[config.mk]
export PLATFORM = sky130hd
export DESIGN_NAME = scroller_multi
export DESIGN_NICKNAME = d
export VERILOG_FILES = /design/src/rtl/scroller_pkg.sv /design/src/rtl/scroll_tick_gen.sv /design/src/rtl/scroller_multi.sv
export SDC_FILE = /design/constraint.sdc
export NUM_CORES = 1
export LEC_CHECK = 0
export ABC_AREA = 0
export ABC_CLOCK_PERIOD_IN_PS = 7900
export CAP_MARGIN = 20
export CORE_MARGIN = 5
export CORE_UTILIZATION = 35
export DETAILED_ROUTE_END_ITERATION = 16
export GPL_TIMING_DRIVEN = 0
export PLACE_DENSITY_LB_ADDON = 0.12
export RECOVER_POWER = 50
export SYNTH_ARGS = -nofsm -noshare
export SYNTH_HDL_FRONTEND = slang
export SYNTH_HIERARCHICAL = 1
export SYNTH_SLANG_ARGS = --single-unit
export TNS_END_PERCENT = 10
[constraint.sdc]
create_clock -name clk -period 7.9 [get_ports clk]
set_input_delay 0.79 -clock clk [delete_from_list [all_inputs] [get_ports clk]]
set_output_delay 0.79 -clock clk [all_outputs]
set_load 0.1 [all_outputs]
[src/rtl/scroller_pkg.sv]
// rtl/scroller_pkg.sv - shared state encoding, blank code and width helper for the scroller
package scroller_pkg;

  typedef enum logic [1:0] {
    ST_IDLE   = 2'd0,
    ST_LOAD   = 2'd1,
    ST_SCROLL = 2'd2,
    ST_DONE   = 2'd3
  } state_t;

  localparam logic [3:0] BLANK_CODE = 4'hF;

  // Ceiling log2; clog2(1) = 0.
  function automatic int clog2(input int value);
    int r;
    r = 0;
    for (int i = 0; i < 31; i++) begin
      if ((1 << i) < value) r = i + 1;
    end
    return r;
  endfunction

endpackage

[src/rtl/scroll_tick_gen.sv]
// rtl/scroll_tick_gen.sv - scroll-step prescaler: one-cycle tick every TICK_DIV enabled cycles
module scroll_tick_gen
  import scroller_pkg::*;
#(
  parameter int TICK_DIV = 25000000
) (
  input  logic clk,
  input  logic rst,
  input  logic i_en,
  input  logic i_hold,
  input  logic i_clr,
  output logic o_tick
);

  localparam int CW = (clog2(TICK_DIV) < 1) ? 1 : clog2(TICK_DIV);
  localparam logic [CW-1:0] CNT_LAST = CW'(TICK_DIV - 1);

  logic [CW-1:0] r_cnt;
  logic          w_run;

  assign w_run  = i_en & ~i_hold & ~i_clr;
  assign o_tick = w_run & (r_cnt == CNT_LAST);

  always_ff @(posedge clk or posedge rst) begin
    if (rst) begin
      r_cnt <= '0;
    end else if (i_clr) begin
      r_cnt <= '0;
    end else if (w_run) begin
      r_cnt <= o_tick ? '0 : r_cnt + CW'(1);
    end
  end

endmodule

[src/rtl/scroller_multi.sv]
// rtl/scroller_multi.sv - buffers a digit-code message and scrolls it across a DIGITS-wide window
module scroller_multi
  import scroller_pkg::*;
#(
  parameter int             DIGITS   = 3,
  parameter int             DW       = 4,
  parameter int             DEPTH    = 16,
  parameter logic [DW-1:0]  BLANK    = DW'(BLANK_CODE),
  parameter int             TICK_DIV = 25000000
) (
  input  logic                      clk,
  input  logic                      rst,
  input  logic                      iWR_VALID,
  output logic                      oWR_READY,
  input  logic [DW-1:0]             iWR_DATA,
  input  logic                      iWR_LAST,
  input  logic                      iCLEAN,
  input  logic                      iDIR,
  input  logic                      iLOOP,
  input  logic                      iHOLD,
  output logic [DIGITS*DW-1:0]      oDECO,
  output logic                      oBUSY,
  output logic                      oDONE,
  output logic [clog2(DEPTH+1)-1:0] oLEN
);

  localparam int LW = clog2(DEPTH + 1);
  localparam int FW = clog2(DEPTH + DIGITS + 1);
  localparam int PW = clog2(DEPTH + 2 * DIGITS + 1);
  localparam int AW = (clog2(DEPTH) < 1) ? 1 : clog2(DEPTH);

  logic [DW-1:0]        r_buf [DEPTH];
  state_t               r_state, w_next;
  logic [LW-1:0]        r_len, w_len_nxt, w_span_len;
  logic [FW-1:0]        r_frame, w_start, w_final;
  logic                 r_dir, r_done;
  logic [DIGITS*DW-1:0] r_deco, w_window;
  logic [AW-1:0]        w_wr_idx;
  logic                 w_accept, w_last_beat, w_enter, w_at_final, w_tick, w_scroll;

  assign w_scroll    = (r_state == ST_SCROLL);
  assign oWR_READY   = ~iCLEAN & ~w_scroll;
  assign w_accept    = iWR_VALID & oWR_READY;
  assign w_len_nxt   = (r_state == ST_LOAD) ? r_len + LW'(1) : LW'(1);
  assign w_last_beat = iWR_LAST | (w_len_nxt == LW'(DEPTH));
  assign w_wr_idx    = (r_state == ST_LOAD) ? r_len[AW-1:0] : '0;

  // Start frame depends on the direction sampled now; on entry the length includes this beat.
  assign w_span_len  = w_enter ? w_len_nxt : r_len;
  assign w_start     = iDIR ? FW'(w_span_len) + FW'(DIGITS) : '0;
  assign w_final     = r_dir ? '0 : FW'(r_len) + FW'(DIGITS);
  assign w_at_final  = (r_frame == w_final);
  assign w_enter     = ~w_scroll & (w_next == ST_SCROLL);

  scroll_tick_gen #(
    .TICK_DIV(TICK_DIV)
  ) u_tick (
    .clk    (clk),
    .rst    (rst),
    .i_en   (w_scroll),
    .i_hold (iHOLD),
    .i_clr  (iCLEAN | ~w_scroll),
    .o_tick (w_tick)
  );

  always_ff @(posedge clk or posedge rst) begin
    if (rst) r_state <= ST_IDLE;
    else     r_state <= w_next;
  end

  // A one-beat message written after DONE starts scrolling directly, same as from IDLE.
  always_comb begin
    w_next = r_state;
    if (iCLEAN) begin
      w_next = ST_IDLE;
    end else begin
      case (r_state)
        ST_IDLE, ST_DONE: if (w_accept) w_next = w_last_beat ? ST_SCROLL : ST_LOAD;
        ST_LOAD:          if (w_accept && w_last_beat) w_next = ST_SCROLL;
        ST_SCROLL:        if (w_tick && w_at_final && !iLOOP) w_next = ST_DONE;
        default:          w_next = ST_IDLE;
      endcase
    end
  end

  always_ff @(posedge clk or posedge rst) begin
    if (rst) begin
      r_len   <= '0;
      r_frame <= '0;
      r_dir   <= 1'b0;
      r_done  <= 1'b0;
      r_deco  <= {DIGITS{BLANK}};
    end else begin
      r_done <= 1'b0;
      if (iCLEAN) begin
        r_len   <= '0;
        r_frame <= '0;
      end else begin
        if (w_accept) r_len <= w_len_nxt;
        if (w_enter) begin
          r_dir   <= iDIR;
          r_frame <= w_start;
        end else if (w_scroll && w_tick) begin
          if (w_at_final) begin
            if (iLOOP) begin
              r_dir   <= iDIR;
              r_frame <= w_start;
            end else begin
              r_done <= 1'b1;
            end
          end else begin
            r_frame <= r_dir ? r_frame - FW'(1) : r_frame + FW'(1);
          end
        end
      end
      r_deco <= (!iCLEAN && w_scroll) ? w_window : {DIGITS{BLANK}};
    end
  end

  always_ff @(posedge clk) begin
    if (w_accept) r_buf[w_wr_idx] <= iWR_DATA;
  end

  // Window digit g shows stream position frame+g; only positions inside the message read the buffer.
  for (genvar g = 0; g < DIGITS; g++) begin : g_win
    logic [PW-1:0] w_pos;
    logic [AW-1:0] w_rel;
    logic          w_in;
    assign w_pos = PW'(r_frame) + PW'(g);
    assign w_rel = AW'(w_pos - PW'(DIGITS));
    assign w_in  = (w_pos >= PW'(DIGITS)) && (w_pos < PW'(DIGITS) + PW'(r_len));
    assign w_window[(DIGITS-1-g)*DW +: DW] = w_in ? r_buf[w_rel] : BLANK;
  end

  assign oDECO = r_deco;
  assign oBUSY = w_scroll;
  assign oDONE = r_done;
  assign oLEN  = r_len;

endmodule
# ---- After elaboration in Yosys (flattened, before gate mapping)
# Memory sizes are Yosys's and may differ from the RTL's.
# Index checks and enable logic that the tools add are counted.
dict set report word_totals {
  register_bits 51
  mem_bits_rw 64
  inputBits 12
  out_inout_bits 20
  elab_cells 101
  mem_count 1
}
dict set report op_classes {
  n_addsub 10
  magnitude_cmp 6
  n_eq_ne 8
  mux 37
  n_bitwise 12
  reduce_logical 20
}
# memory words word_bits read_ports rd_ports_with_merged_regs write_ports line_no
set memory_table {}
lappend memory_table {r_buf 16 4 3 0 1 scroller_multi.sv:32} ;# logic [DW-1:0] r_buf [DEPTH];
# operator count
set op_table {}
lappend op_table {{$mux 25} 3}
lappend op_table {{$mux 5} 12}
lappend op_table {{$add 25x1->25 const B} 1}
lappend op_table {{$eq 25x25->1 const B} 1}
lappend op_table {{$mux 4} 4}
lappend op_table {{$ge 5x2->1 const B} 3}
lappend op_table {{$lt 5x5->1} 3}
lappend op_table {{$mux 12} 1}
lappend op_table {{$sub 4x2->4 const B} 3}
lappend op_table {{$mux 1} 11}
lappend op_table {{$add 5x1->5 const B} 2}
lappend op_table {{$add 5x2->5 const B} 2}
lappend op_table {{$mux 2} 5}
lappend op_table {{$reduce_bool 2->1} 5}
lappend op_table {{$logic_and 1x1->1} 8}
lappend op_table {{$and 1x1->1} 6}
lappend op_table {{$eq 2x2->1 const B} 3}
lappend op_table {{$pmux 2 s3} 1}
lappend op_table {{$add 2x5->5 const A} 1}
lappend op_table {{$eq 5x5->1} 1}
lappend op_table {{$eq 5x5->1 const B} 1}
lappend op_table {{$sub 5x1->5 const B} 1}
lappend op_table {{$ne 4x4->1 const B} 1}
lappend op_table {{$not 1->1} 4}
lappend op_table {{other kinds (8)} 10}

# ---- Depth between registers and ports, before layout
dict set report logic_depth {
  ltp_word 21
  depth_mapped 18
}

# ---- Modules after synthesis
# The synthesis kept the hierarchy.
# module instances cells_each area_per_inst_um2
set modules_own_cells {}
lappend modules_own_cells {scroller_multi 1 428 5805.6}
lappend modules_own_cells {scroll_tick_gen 1 161 1514.0}

# ---- Least setup slack after synthesis
# No wires, ideal clock.
dict set report synth_path {
  path_kind {register to register}
  from {register r_state[0]}
  to {register r_frame[4]}
  setup_ns 0.140
  arrival_time_ns 4.773
  path_slack_ns 2.987
  path_stages_with_launch 17
  n_path_buf 1
  cell_sequence {dfrtp_1 inv_1 ha_1 nor2_1 nand2_1 nor2_1 a311o_1 o211ai_2 buf_4 mux2i_1 ha_1 nor2_1 xnor2_1 nor2_1 mux2_2 nand3b_1 a31oi_1}
}
dict set report synth_between {
  elab_cells_between_ends 39
}
# item line_no
set synth_rtl {}
lappend synth_rtl {{from (decl)} scroller_multi.sv:33} ;# state_t r_state, w_next;
lappend synth_rtl {{from (signal assigned)} scroller_multi.sv:68} ;# else r_state <= w_next;
lappend synth_rtl {{$eq 2x2->1 (*)} scroller_multi.sv:41} ;# assign w_scroll = (r_state == ST_SCROLL);
lappend synth_rtl {{net oBUSY} scroller_multi.sv:22} ;# output logic oBUSY,
lappend synth_rtl {{$not 1->1 (*)} scroller_multi.sv:42} ;# assign oWR_READY = ~iCLEAN & ~w_scroll;
lappend synth_rtl {{$and 1x1->1 (*)} scroller_multi.sv:42}
lappend synth_rtl {{net oWR_READY} scroller_multi.sv:14} ;# output logic oWR_READY,
lappend synth_rtl {{$and 1x1->1 (*)} scroller_multi.sv:43} ;# assign w_accept = iWR_VALID & oWR_READY;
lappend synth_rtl {{$logic_and 1x1->1} scroller_multi.sv:79} ;# ST_LOAD: if (w_accept && w_last_beat) w_next = ST_SCROLL;
lappend synth_rtl {{$mux 2} scroller_multi.sv:79}
lappend synth_rtl {{[... 4 more ...]} n/a}
lappend synth_rtl {{$mux 5} scroller_multi.sv:49} ;# assign w_span_len = w_enter ? w_len_nxt : r_len;
lappend synth_rtl {{$add 5x2->5} scroller_multi.sv:50} ;# assign w_start = iDIR ? FW'(w_span_len) + FW'(DIGITS) : '0;
lappend synth_rtl {{$mux 5} scroller_multi.sv:50}
lappend synth_rtl {{$mux 5} scroller_multi.sv:105} ;# if (iLOOP) begin
lappend synth_rtl {{$mux 5} scroller_multi.sv:104} ;# if (w_at_final) begin
lappend synth_rtl {{$mux 5} scroller_multi.sv:103} ;# end else if (w_scroll && w_tick) begin
lappend synth_rtl {{$mux 5} scroller_multi.sv:100} ;# if (w_enter) begin
lappend synth_rtl {{$mux 5} scroller_multi.sv:95} ;# if (iCLEAN) begin
lappend synth_rtl {{to (signal assigned)} scroller_multi.sv:102} ;# r_frame <= w_start;
lappend synth_rtl {{to (signal assigned)} scroller_multi.sv:107} ;# r_frame <= w_start;
lappend synth_rtl {{to (signal assigned)} scroller_multi.sv:112} ;# r_frame <= r_dir ? r_frame - FW'(1) : r_frame + FW'(1);
lappend synth_rtl {{to (decl)} scroller_multi.sv:35} ;# logic [FW-1:0] r_frame, w_start, w_final;
# Mark *: on every way through the listed nets, which the timed path passes. The rest lies on a longest branch. The select of a mux whose other input is x is not followed.
# A chain may end at the register's enable or synchronous reset.

# ---- Worst setup path in the final report
dict set report layout_path {
  from {register r_frame[0]}
  to {register r_deco[9], in the netlist oDECO[9]}
}
dict set report layout_between {
  elab_chain_cells 4
  elab_cells_between_ends 7
}
# item line_no
set layout_rtl {}
lappend layout_rtl {{$sub 4x2->4, or another cell as far along} scroller_multi.sv:130} ;# assign w_rel = AW'(w_pos - PW'(DIGITS));
lappend layout_rtl {{$mem_v2 16x4 or $logic_and 1x1->1 (tied branches)} n/a}
lappend layout_rtl {{$mux 4 (*)} scroller_multi.sv:132} ;# assign w_window[(DIGITS-1-g)*DW +: DW] = w_in ? r_buf[w_rel] : BLANK;
lappend layout_rtl {{$mux 12 (*)} scroller_multi.sv:116} ;# r_deco <= (!iCLEAN && w_scroll) ? w_window : {DIGITS{BLANK}};
lappend layout_rtl {{to (signal assigned)} scroller_multi.sv:92} ;# r_deco <= {DIGITS{BLANK}};
lappend layout_rtl {{to (signal assigned)} scroller_multi.sv:116}
lappend layout_rtl {{to (decl)} scroller_multi.sv:37} ;# logic [DIGITS*DW-1:0] r_deco, w_window;
# Every way passes the cells marked *; elsewhere a longest branch is shown, timed or not.

==> out/metrics.yaml <==
hold_viol: 0
drv_slew: 0
cp_data_arrival_time_ns: 5.24
setup_viol: 0
leakage_nw: 3.05
drtAntennaViolNets: 0
post_cts_resized: 0
postRouteWirelength_mm: 19.4
maxCapViolations: 0
h-tree-depth: 4
syn_nets: 628
vias: 5209
slowest_stage: "clkbuf_1"
min_period_ns: 4.89
port_buffers: 31
ys_ff_latch: 115
async_flop_share: 0.443
whs_ns: 0.516
rr_worst_depth: 10
postLayoutSetupSlackWorst_ns: 3.01
synth_enable_flop_cells: 64
antenna_found_initial: 0
power.total_mw: 2.85
overflow: 0
drc: 0
power_density_nw_per_um2: 333
synthFlopType: "edfxtp_1"
critPathTopFamily: "buffers and inverters"
numCtsBuffers: 17
crit_fanout: 10
grt_max_degree: 26
max_stage_delay_ns: 0.70
worstHoldPathCells: 1
ys_seq_area_frac: 0.439
grt_pass1_wl_mm: 31.0
antenna_cells: 0
gr-usage-all-layers: 0.168
crit_buf_inv: 6
synth_area_um2: 7320
die_w_um: 155
period_share: 0.619
die_area_um2: 23900
fin_setup_tns_ns: 0
io_pins: 32
gp_congestion: 0.829
min-delay-path-class: "reg -> reg"
cts_tree: "built"
core_um2: 20800
path_cells: "buf_2, clkbuf_1, inv_1, ha_1, clkbuf_1, buf_1, clkbuf_1, mux4_2, mux4_1, or2_2"
routed_via_density: 5.58
worstMarginPinSlew_ns: 1.36
yosysWarnings: 6
max_slew_margin: 0.0943
cts_buffer_depth: 2
start_kind: "flop"
areaGrowthSynthToFinish_pct: 17.0
fmax_mhz: 204
clock_skew_ns: 0.0112
hpwl_mm: 14.4
post-cts-setup-buffers: 0
fin_cells: 933
clock_latency_ns: 0.42
wl_per_cell_um: 20.8
worstPathRequired_ns: 8.24
layout-drive-gt1-share: 0.233
initial_core_util: 0.352
cts_hold_buf: 0
yosysUniqueCellTypes: 73
grt_pass1_vias: 5297
pre_cts_ws_ns: 2.93
die_height_um: 155
rows: 53
rsz0062_at_grt: "no"
detail_route.first_pass.iterations: 4
cts_sinks: 115
path_class: "reg -> reg"
syn_area_per_cell_um2: 12.4
peakVddDrop_mv: 0.156
dp.cells: 898
drtIter0Drc: 325
outcome: "completed"
syn_inst: 589
cp-end-kind: "flop"
clk_pin_slew_ns: 0.07
cp_num_cells: 10
nets: 684
clockRootBuffer: "clkbuf_16"
cp_common_cell: "clkbuf_1"
==> cell usage in the layout (no fill, tap or decap), types with 6 or more instances in the layout <==
cell	Yosys	routed
dfrtp_1	39	39
nor2_1	38	38
clkdlybuf4s50_1	0	25
dfstp_2	12	12
ha_1	27	27
nand2_1	41	41
inv_6	0	7
dlygate4sd3_1	0	6
mux2i_1	10	10
clkbuf_1	14	16
inv_1	19	19
buf_2	7	9
buf_4	6	6
xnor2_1	16	16
clkbuf_16	0	17
nand2b_1	18	18
mux4_2	57	57
nor3_1	15	15
edfxtp_1	64	64
a31oi_1	14	14
o21ai_0	19	19
a21oi_1	21	21
or2_2	8	8
xor2_1	10	10
nor2b_1	8	8
nand3_1	23	23
==> worst paths after layout <==
kind | from | slack [ns] | end
worst max-delay path | r_frame[0] | 3.01 | oDECO[9]
max in group asynchronous | rst | 5.67 | oLEN[2]
worst max register to register | r_frame[0] | 3.01 | oDECO[9]
min in group asynchronous | rst | 0.70 | u_tick/r_cnt[11]
worst min-delay path | u_tick/r_cnt[18] | 0.52 | u_tick/r_cnt[18]
worst min register to register | u_tick/r_cnt[18] | 0.52 | u_tick/r_cnt[18]
==> through the flow <==
step | utilization | cell area [µm²]
2_1_floorplan | - | 7320
3_3_place_gp | 0.383 | 7970
3_5_place_dp | 0.385 | 8020
4_1_cts | 0.412 | 8580
5_1_grt | 0.411 | 8560
6_report | 0.411 | 8560
==> cell families after synthesis <==
kind of cell / synth area share
buffers and inverters: 0.0350
multiplexers: 0.208
AO/OA/AOI/OAI: 0.0885
flip-flops: 0.439
AND/OR/NAND/NOR: 0.148
adder cells (fa/ha/maj): 0.0462
XOR/XNOR: 0.0356
==> registers in the layout, summed over array words and instances, names as in the netlist <==
name / count
oDECO: 12
oDONE: 1
oLEN: 5
r_buf: 64
r_dir: 1
r_frame: 5
r_state: 2
u_tick/r_cnt: 25
==> synth_stat cells (8+ instances only) <==
cell type / instances / area, µm²
xor2_1: 10 / 87.6
a21oi_1: 21 / 105
nand2_1: 41 / 154
mux4_2: 57 / 1280
mux2i_1: 10 / 100
or2_2: 8 / 50.1
dfrtp_1: 39 / 976
nand2b_1: 18 / 113
xnor2_1: 16 / 140
a31oi_1: 14 / 87.6
nor3_1: 15 / 75.1
edfxtp_1: 64 / 1920
inv_1: 19 / 71.3
clkbuf_1: 14 / 52.6
nor2b_1: 8 / 50.1
nor2_1: 38 / 143
o21ai_0: 19 / 95.1
ha_1: 27 / 338
dfstp_2: 12 / 315
nand3_1: 23 / 115
==> power breakdown <==
group | internal (mW) | switching [mW] | total, mW | leakage [nW]
Combinational | 0.655 | 0.769 | 1.42 | 1.53
Clock | 0.414 | 0.325 | 0.740 | 0.273
Sequential | 0.664 | 0.0274 | 0.692 | 1.24
Total | 1.73 | 1.12 | 2.85 | 3.05
==> layer usage <==
metal	up-vias	GRT usage	wire length [µm]
met1	2622	0.235	8810
met5	-	0	0
li1	2401	-	-
met3	24	0.0364	1130
met4	0	0.0521	386
met2	162	0.264	9120
==> cell type report <==
class / instances / area (µm²)
clock buffer: 17 / 425
buffer: 34 / 181
inverter: 20 / 75.1
tap: 275 / 344
timing repair buffer: 37 / 345
sequential: 115 / 3210
clock inverter: 15 / 138
multi-input combinational: 420 / 3840
fill: 2005 / 12300
(Power assumes the default switching activity.)
